## config.mk

```make
export PLATFORM = sky130hd
export DESIGN_NAME = multicycle_ctrl_fsm
export DESIGN_NICKNAME = d
export VERILOG_FILES = /design/src/rtl/multicycle_ctrl_fsm.sv
export SDC_FILE = /design/constraint.sdc
export NUM_CORES = 1
export LEC_CHECK = 0
export CAP_MARGIN = 20
export CORE_MARGIN = 2
export CORE_UTILIZATION = 42
export DETAILED_ROUTE_END_ITERATION = 10
export GPL_ROUTABILITY_DRIVEN = 0
export GPL_TIMING_DRIVEN = 0
export PLACE_DENSITY_LB_ADDON = 0.12
export SKIP_CTS_REPAIR_TIMING = 1
export SLEW_MARGIN = 20
export SYNTH_ARGS = -nofsm -noshare
export SYNTH_HDL_FRONTEND = slang
export SYNTH_SLANG_ARGS = --single-unit
export TNS_END_PERCENT = 30
```

## constraint.sdc

```tcl
create_clock -name clk -period 2.05 [get_ports clk]
set_clock_uncertainty 0.05 [all_clocks]
set_input_delay 0.205 -clock clk [delete_from_list [all_inputs] [get_ports clk]]
set_output_delay 0.205 -clock clk [all_outputs]
set_load 0.02 [all_outputs]
```

## src/rtl/multicycle_ctrl_fsm.sv

```systemverilog
// multicycle_ctrl_fsm
// Control sequencer for the multi-cycle MIPS datapath. Reads the IR opcode
// field, walks the shared ALU / memory / register file / PC through the
// states each instruction class needs, and drives every write enable and
// mux select of that datapath. FETCH, MEMRD and MEMWR stretch until the
// unified memory reports MemReady.
//
// Optional feature: define MC_IMM_ALU_EN to build the immediate-ALU path
// (addi/andi/ori/slti through IEXEC/IWB). Without it those opcodes decode
// as illegal and encodings 10/11 are unreachable.
//
// Ports:
//   clk          rising-edge clock
//   reset        synchronous active-high reset
//   Opcode       IR[31:26], captured when leaving DECODE
//   MemReady     memory completes the current access this cycle
//   PCWrite, PCWriteCond, Branch, PCSource         PC update controls
//   IorD, MemRead, MemWrite, IRWrite               memory / IR controls
//   MemtoReg, RegDst, RegWrite                     register file controls
//   ALUSrcA, ALUSrcB, ALUOp                        ALU controls
//   IllegalOp    one-cycle pulse in DECODE on an unrecognised opcode
//   InstrDone    one-cycle pulse in the final state of each instruction
//   State        current state (debug)
//
// Handshake: MemReady is a completion strobe; a memory state keeps its
// request asserted each cycle until the cycle MemReady is 1, and that cycle
// is the last one of the access.
module multicycle_ctrl_fsm #(
    parameter int STATE_W = 4
) (
    input  logic               clk,
    input  logic               reset,
    input  logic [5:0]         Opcode,
    input  logic               MemReady,
    output logic               PCWrite,
    output logic               PCWriteCond,
    output logic [1:0]         Branch,
    output logic               IorD,
    output logic               MemRead,
    output logic               MemWrite,
    output logic               IRWrite,
    output logic               MemtoReg,
    output logic               RegDst,
    output logic               RegWrite,
    output logic               ALUSrcA,
    output logic [1:0]         ALUSrcB,
    output logic [2:0]         ALUOp,
    output logic [1:0]         PCSource,
    output logic               IllegalOp,
    output logic               InstrDone,
    output logic [STATE_W-1:0] State
);

    localparam logic [STATE_W-1:0] S_FETCH  = STATE_W'(0);
    localparam logic [STATE_W-1:0] S_DECODE = STATE_W'(1);
    localparam logic [STATE_W-1:0] S_MEMADR = STATE_W'(2);
    localparam logic [STATE_W-1:0] S_MEMRD  = STATE_W'(3);
    localparam logic [STATE_W-1:0] S_MEMWB  = STATE_W'(4);
    localparam logic [STATE_W-1:0] S_MEMWR  = STATE_W'(5);
    localparam logic [STATE_W-1:0] S_EXEC   = STATE_W'(6);
    localparam logic [STATE_W-1:0] S_RWB    = STATE_W'(7);
    localparam logic [STATE_W-1:0] S_BRANCH = STATE_W'(8);
    localparam logic [STATE_W-1:0] S_JUMP   = STATE_W'(9);
`ifdef MC_IMM_ALU_EN
    localparam logic [STATE_W-1:0] S_IEXEC  = STATE_W'(10);
    localparam logic [STATE_W-1:0] S_IWB    = STATE_W'(11);

    localparam logic [5:0] OP_ADDI  = 6'b001000;
    localparam logic [5:0] OP_ANDI  = 6'b001100;
    localparam logic [5:0] OP_ORI   = 6'b001101;
    localparam logic [5:0] OP_SLTI  = 6'b001010;
`endif

    localparam logic [5:0] OP_RTYPE = 6'b000000;
    localparam logic [5:0] OP_LW    = 6'b100011;
    localparam logic [5:0] OP_SW    = 6'b101011;
    localparam logic [5:0] OP_BEQ   = 6'b000100;
    localparam logic [5:0] OP_BNE   = 6'b000101;
    localparam logic [5:0] OP_J     = 6'b000010;

    logic [STATE_W-1:0] state_q;
    logic [STATE_W-1:0] state_d;
    logic [STATE_W-1:0] decode_target;
    logic [5:0]         op_q;

    // State register, plus the opcode captured on the edge leaving DECODE so
    // later states do not depend on IR contents staying stable.
    always_ff @(posedge clk) begin
        if (reset) begin
            state_q <= S_FETCH;
            op_q    <= 6'b000000;
        end else begin
            state_q <= state_d;
            if (state_q == S_DECODE) begin
                op_q <= Opcode;
            end
        end
    end

    // Opcode class to first execute state; FETCH means unrecognised.
    always_comb begin
        decode_target = S_FETCH;
        case (Opcode)
            OP_RTYPE:        decode_target = S_EXEC;
            OP_LW, OP_SW:    decode_target = S_MEMADR;
            OP_BEQ, OP_BNE:  decode_target = S_BRANCH;
            OP_J:            decode_target = S_JUMP;
`ifdef MC_IMM_ALU_EN
            OP_ADDI, OP_ANDI, OP_ORI, OP_SLTI: decode_target = S_IEXEC;
`endif
            default:         decode_target = S_FETCH;
        endcase
    end

    // Next-state logic
    always_comb begin
        state_d = S_FETCH;
        case (state_q)
            S_FETCH:  state_d = MemReady ? S_DECODE : S_FETCH;
            S_DECODE: state_d = decode_target;
            S_MEMADR: state_d = (op_q == OP_SW) ? S_MEMWR : S_MEMRD;
            S_MEMRD:  state_d = MemReady ? S_MEMWB : S_MEMRD;
            S_MEMWB:  state_d = S_FETCH;
            S_MEMWR:  state_d = MemReady ? S_FETCH : S_MEMWR;
            S_EXEC:   state_d = S_RWB;
            S_RWB:    state_d = S_FETCH;
            S_BRANCH: state_d = S_FETCH;
            S_JUMP:   state_d = S_FETCH;
`ifdef MC_IMM_ALU_EN
            S_IEXEC:  state_d = S_IWB;
            S_IWB:    state_d = S_FETCH;
`endif
            default:  state_d = S_FETCH;
        endcase
    end

    // Output decode. While reset is high the state register may still hold
    // an in-flight state, so outputs are forced to the idle FETCH pattern
    // with every enable low (this is what aborts a store in MEMWR).
    always_comb begin
        PCWrite     = 1'b0;
        PCWriteCond = 1'b0;
        Branch      = 2'b00;
        IorD        = 1'b0;
        MemRead     = 1'b0;
        MemWrite    = 1'b0;
        IRWrite     = 1'b0;
        MemtoReg    = 1'b0;
        RegDst      = 1'b0;
        RegWrite    = 1'b0;
        ALUSrcA     = 1'b0;
        ALUSrcB     = 2'b00;
        ALUOp       = 3'b000;
        PCSource    = 2'b00;
        IllegalOp   = 1'b0;
        InstrDone   = 1'b0;
        State       = state_q;
        if (reset) begin
            ALUSrcB = 2'b01;
            State   = S_FETCH;
        end else begin
            case (state_q)
                S_FETCH: begin
                    MemRead = 1'b1;
                    ALUSrcB = 2'b01;
                    IRWrite = MemReady;
                    PCWrite = MemReady;
                end
                S_DECODE: begin
                    // Speculative branch target into ALUOut.
                    ALUSrcB   = 2'b11;
                    IllegalOp = (decode_target == S_FETCH);
                end
                S_MEMADR: begin
                    ALUSrcA = 1'b1;
                    ALUSrcB = 2'b10;
                end
                S_MEMRD: begin
                    MemRead = 1'b1;
                    IorD    = 1'b1;
                end
                S_MEMWB: begin
                    RegWrite  = 1'b1;
                    MemtoReg  = 1'b1;
                    InstrDone = 1'b1;
                end
                S_MEMWR: begin
                    MemWrite  = 1'b1;
                    IorD      = 1'b1;
                    InstrDone = MemReady;
                end
                S_EXEC: begin
                    ALUSrcA = 1'b1;
                    ALUOp   = 3'b010;
                end
                S_RWB: begin
                    RegWrite  = 1'b1;
                    RegDst    = 1'b1;
                    InstrDone = 1'b1;
                end
                S_BRANCH: begin
                    ALUSrcA     = 1'b1;
                    ALUOp       = 3'b001;
                    PCWriteCond = 1'b1;
                    PCSource    = 2'b01;
                    Branch      = (op_q == OP_BNE) ? 2'b10 : 2'b01;
                    InstrDone   = 1'b1;
                end
                S_JUMP: begin
                    PCWrite   = 1'b1;
                    PCSource  = 2'b10;
                    InstrDone = 1'b1;
                end
`ifdef MC_IMM_ALU_EN
                S_IEXEC: begin
                    ALUSrcA = 1'b1;
                    ALUSrcB = 2'b10;
                    case (op_q)
                        OP_ANDI: ALUOp = 3'b011;
                        OP_ORI:  ALUOp = 3'b100;
                        OP_SLTI: ALUOp = 3'b101;
                        default: ALUOp = 3'b000;
                    endcase
                end
                S_IWB: begin
                    RegWrite  = 1'b1;
                    InstrDone = 1'b1;
                end
`endif
                default: begin
                    // Unreachable encodings: everything stays low.
                end
            endcase
        end
    end

endmodule

```

Word level (Yosys, flattened, before mapping)
Cells that the tools add are included.
{"block": "totals", "ff_bits": 10, "output_inout_bits": 25, "in_bits": 9, "elab_cells": 68}
{"block": "op_classes", "eq_ne": 16, "n_reduce_logical": 10, "mux": 40}
{"cell": "$pmux W4 S6", "count": 1}
{"cell": "$mux W1", "count": 23}
{"cell": "$eq A6 B3 Y1 const B", "count": 3}
{"cell": "$eq A6 B6 Y1 const B", "count": 3}
{"cell": "$eq A4 B3 Y1 const B", "count": 4}
{"cell": "$pmux W4 S4", "count": 1}
{"cell": "$mux W2", "count": 6}
{"cell": "$reduce_or A2 Y1", "count": 5}
{"cell": "$mux W3", "count": 3}
{"cell": "$eq A4 B2 Y1 const B", "count": 2}
{"cell": "$eq A4 B4 Y1 const B", "count": 2}
{"cell": "$logic_not A4 Y1", "count": 2}
{"cell": "$pmux W2 S2", "count": 2}
{"cell": "$eq A6 B2 Y1 const B", "count": 1}
{"cell": "$logic_not A6 Y1", "count": 1}
{"cell": "$pmux W2 S3", "count": 1}
{"cell": "$eq A4 B1 Y1 const B", "count": 1}
{"cell": "$mux W4", "count": 1}
{"cell": "$pmux W1 S2", "count": 2}
{"cell": "$reduce_or A4 Y1", "count": 1}
{"cell": "$reduce_or A3 Y1", "count": 1}

Logic depth before layout (Yosys ltp)
{"block": "depth", "ltp_word": 6, "mapped_depth": 6, "ltp_nobuf": 4}

Worst setup path after synthesis
No wires, ideal clock.
{"block": "synth_timing", "path_kind": "register to output", "from": "register state_q[3]", "to": "output Branch[0]", "path_stages_with_launch": 5, "arrival_time_ns": 2.093, "t_required_ns": 1.795, "slack_ns": -0.298, "cell_sequence": "dfxtp_1 -> clkbuf_1 -> nand2b_1 -> nor4_1 -> a21boi_0"}
{"block": "synth_between", "elab_chain_len": 3}
{"element": "from (decl)", "line": "81", "rtl": "logic [STATE_W-1:0] state_q;"}
{"element": "from (signal assigned)", "line": "93", "rtl": "state_q <= state_d;"}
{"element": "$eq A4 B4 Y1", "line": "162", "rtl": "case (state_q)"}
{"element": "$mux W2", "line": "162"}
{"element": "$mux W2", "line": "158", "rtl": "if (reset) begin"}
{"element": "to (decl)", "line": "37", "rtl": "output logic [1:0] Branch,"}
Every way passes these cells.

Worst setup path in the final report
{"block": "layout_timing", "from": "input reset", "to": "output MemtoReg"}
{"block": "layout_between", "elab_chain_len": 1}
{"element": "from (decl)", "line": "32", "rtl": "input logic reset,"}
{"element": "$mux W1", "line": "158"}
{"element": "to (decl)", "line": "42", "rtl": "output logic MemtoReg,"}
Every way passes these cells.

==> impl_metrics.toml <==
[sta]
hold_viol_final = 0
fin_tns_setup_ps = -949
finalCritPeriodShare_pct = 111
period_minus_slack_ps = 2280
setup_slack_ps = -233
fmax_ghz = 0.438
setup_viol_count_final = 6
rsz0062_at_grt = "true"
finalMaxSlewViolations = 0

[status]
violations = "negative setup slack"
status = "finished with violations"

[synth]
synth-edff-count = 0
yosysTopAreaCellShare_pct = 24.0
synth_area_leaders = "dfxtp_1, nand2_1, a21oi_1"
yosysTopAreaCell = "dfxtp_1"
ys_seq_area_share_pct = 24.0
synthAdderAreaFrac_pct = 0
yosysWarnings = 0
synth_xor_area_share_pct = 2.10
avgSynthCellArea_um2 = 7.26
ys_ff_latch = 10
synthesis.nets = 124
synth_top_family_by_area = "simple AND/OR/NAND/NOR gates"
ys_types = 40
yosys-top-cells-count = "nand2_1, dfxtp_1, a21oi_1, nor2_1, nor3_1"
async_flop_share_pct = 0
synth_mux_area_share_pct = 2.55
synthFlopType = "dfxtp_1"
synth_cells = 115
netlist_area_um2 = 835
synth_compound_area_share_pct = 13.8
yosysMostFrequentCell = "nand2_1"
synth-simple-area-share_pct = 49.6

[routing]
drtAntennaViolNets = 0
drc = 0
drt-total-wl_um = 2140
drt_iter0_drc = 13
wl_per_cell_um = 12.1
vias = 931
vias_per_cell = 5.26
drt-pass1-iter-count = 4

[clocking]
root_buffer = "clkbuf_4"
ctsHtreeMaxLevel = 1
path_clk_slew_ps = 60
cts_max_path_buffers = 2
cts_made_buffers = 3
clk_latency_ps = 260
cts_tree = "done"
clock_sinks = 10

[power]
clkPwrFrac_pct = 28.3
p_per_area_nw_per_um2 = 349
combinationalPowerShare_pct = 26.1
seqPwrFrac_pct = 45.6
p_leak_nw = 0.678
p_switching_w = 0.000129
intPower_w = 0.000325
ir_drop_mv = 0.326
fin_total_pwr_w = 0.000454
swShare_pct = 28.3

[global_routing]
overflow = 0
antenna_found_initial = 0
grt_pass1_wl_um = 3400
grt_max_degree = 11
grt_util_all_layers_pct = 18.0
grt_pass1_vias = 783

[worst_setup_path]
startpoint_type = "input pin"
cp-end-kind = "output port"
worstPathRequired_ps = 1790
path_class = "input pin to output port"
cp_max_fo = 10
worstPathArrival_ps = 2030

[cells_and_area]
design_area_um2 = 1300
num_antenna_cells = 0
fin_util_pct = 67.6
syn2layout_area_growth_pct = 55.8
layoutNonFillerInstCount = 177
nets = 161
drive_above_1_share_pct = 18.0

[floorplan]
pin_count = 34
die_h_um = 48.6
start_util_pct = 43.4
die_w_um = 48.6
core_um2 = 1920
die_area_um2 = 2360
rows = 16

[place]
io_buffers = 32
hpwl_um = 1640
numPlacedInstances = 174
dpl_cell_area_um2 = 1200

[hold_path]
min_path_type = "flip-flop to flip-flop"

[run]
max-cap-violations = 0
cells by family (layout without fill, tap and decap cells):
group,Yosys count,count (layout)
AO/OA/AOI/OAI,18,18
XOR/XNOR,2,2
buffers and inverters,12,47
flip-flops,10,10
multiplexers,2,2
other,1,1
AND/OR/NAND/NOR,70,70
layout make-up:
cell class | count | area, µm²
sequential | 10 | 200
clock buffer | 3 | 22.5
multi-input combinational | 93 | 612
tap | 27 | 33.8
fill | 187 | 622
buffer | 12 | 81.3
timing repair buffer | 32 | 350
power by group through the flow:
| stage | Combinational [W] | Clock [W] | Sequential [W] |
|---|---|---|---|
| 2_1_floorplan | 0.0000676 | 0 | 0.000210 |
| 3_3_place_gp | 0.000112 | 0 | 0.000211 |
| 3_5_place_dp | 0.000114 | 0 | 0.000211 |
| 4_1_cts | 0.000115 | 0.000130 | 0.000207 |
| 5_1_grt | 0.000128 | 0.000141 | 0.000208 |
| 6_report | 0.000118 | 0.000128 | 0.000207 |
final timing paths:
kind | startpoint | cells after the start | slack [ps] | to
min reg2reg | op_q[2] | 2 | 420 | op_q[2]
max reg2reg | state_q[2] | 5 | 340 | state_q[1]
max | reset | 6 | -230 | MemtoReg
min | op_q[2] | 2 | 420 | op_q[2]
per-layer routing:
metal  vias up  part of all wire, %  track usage [%]  wire length (µm)
li1        475                    -                -                 -
met3         4                  6.0             2.47               128
met1       418                   43             20.7               913
met4         0                  1.3             7.14                27
met2        34                   50             33.3              1070
met5         -                    0                0                 0
critical path, cell delays in order:
cell	delay, ps
clkdlybuf4s50_1	420
clkbuf_2	210
nor2_1	230
nand2_1	150
nor3_1	170
clkdlybuf4s50_1	630
through the flow:
| step | hold slack, ps | setup WS [ps] |
|---|---|---|
| 6_report | 422 | -233 |
| 5_1_grt | 443 | -331 |
| 4_1_cts | 420 | -629 |
| 3_5_place_dp | 409 | -502 |
| 3_3_place_gp | 406 | -455 |
| 2_1_floorplan | 291 | -34.7 |
registers in the layout, summed over array words and instances (netlist names):
signal   flops
op_q         6
state_q      4
cell usage in the layout (no fill, tap or decap), types with 3 or more instances in the layout:
cell / n
buf_4: 3
clkdlybuf4s50_1: 17
nor2_1: 8
and3_1: 4
a21oi_1: 8
dlymetal6s2s_1: 14
or2_2: 3
nand2b_1: 3
buf_2: 4
dfxtp_1: 10
nor3_1: 7
clkbuf_4: 6
nor2b_1: 6
nand2_1: 19
(Power assumes the default switching activity.)
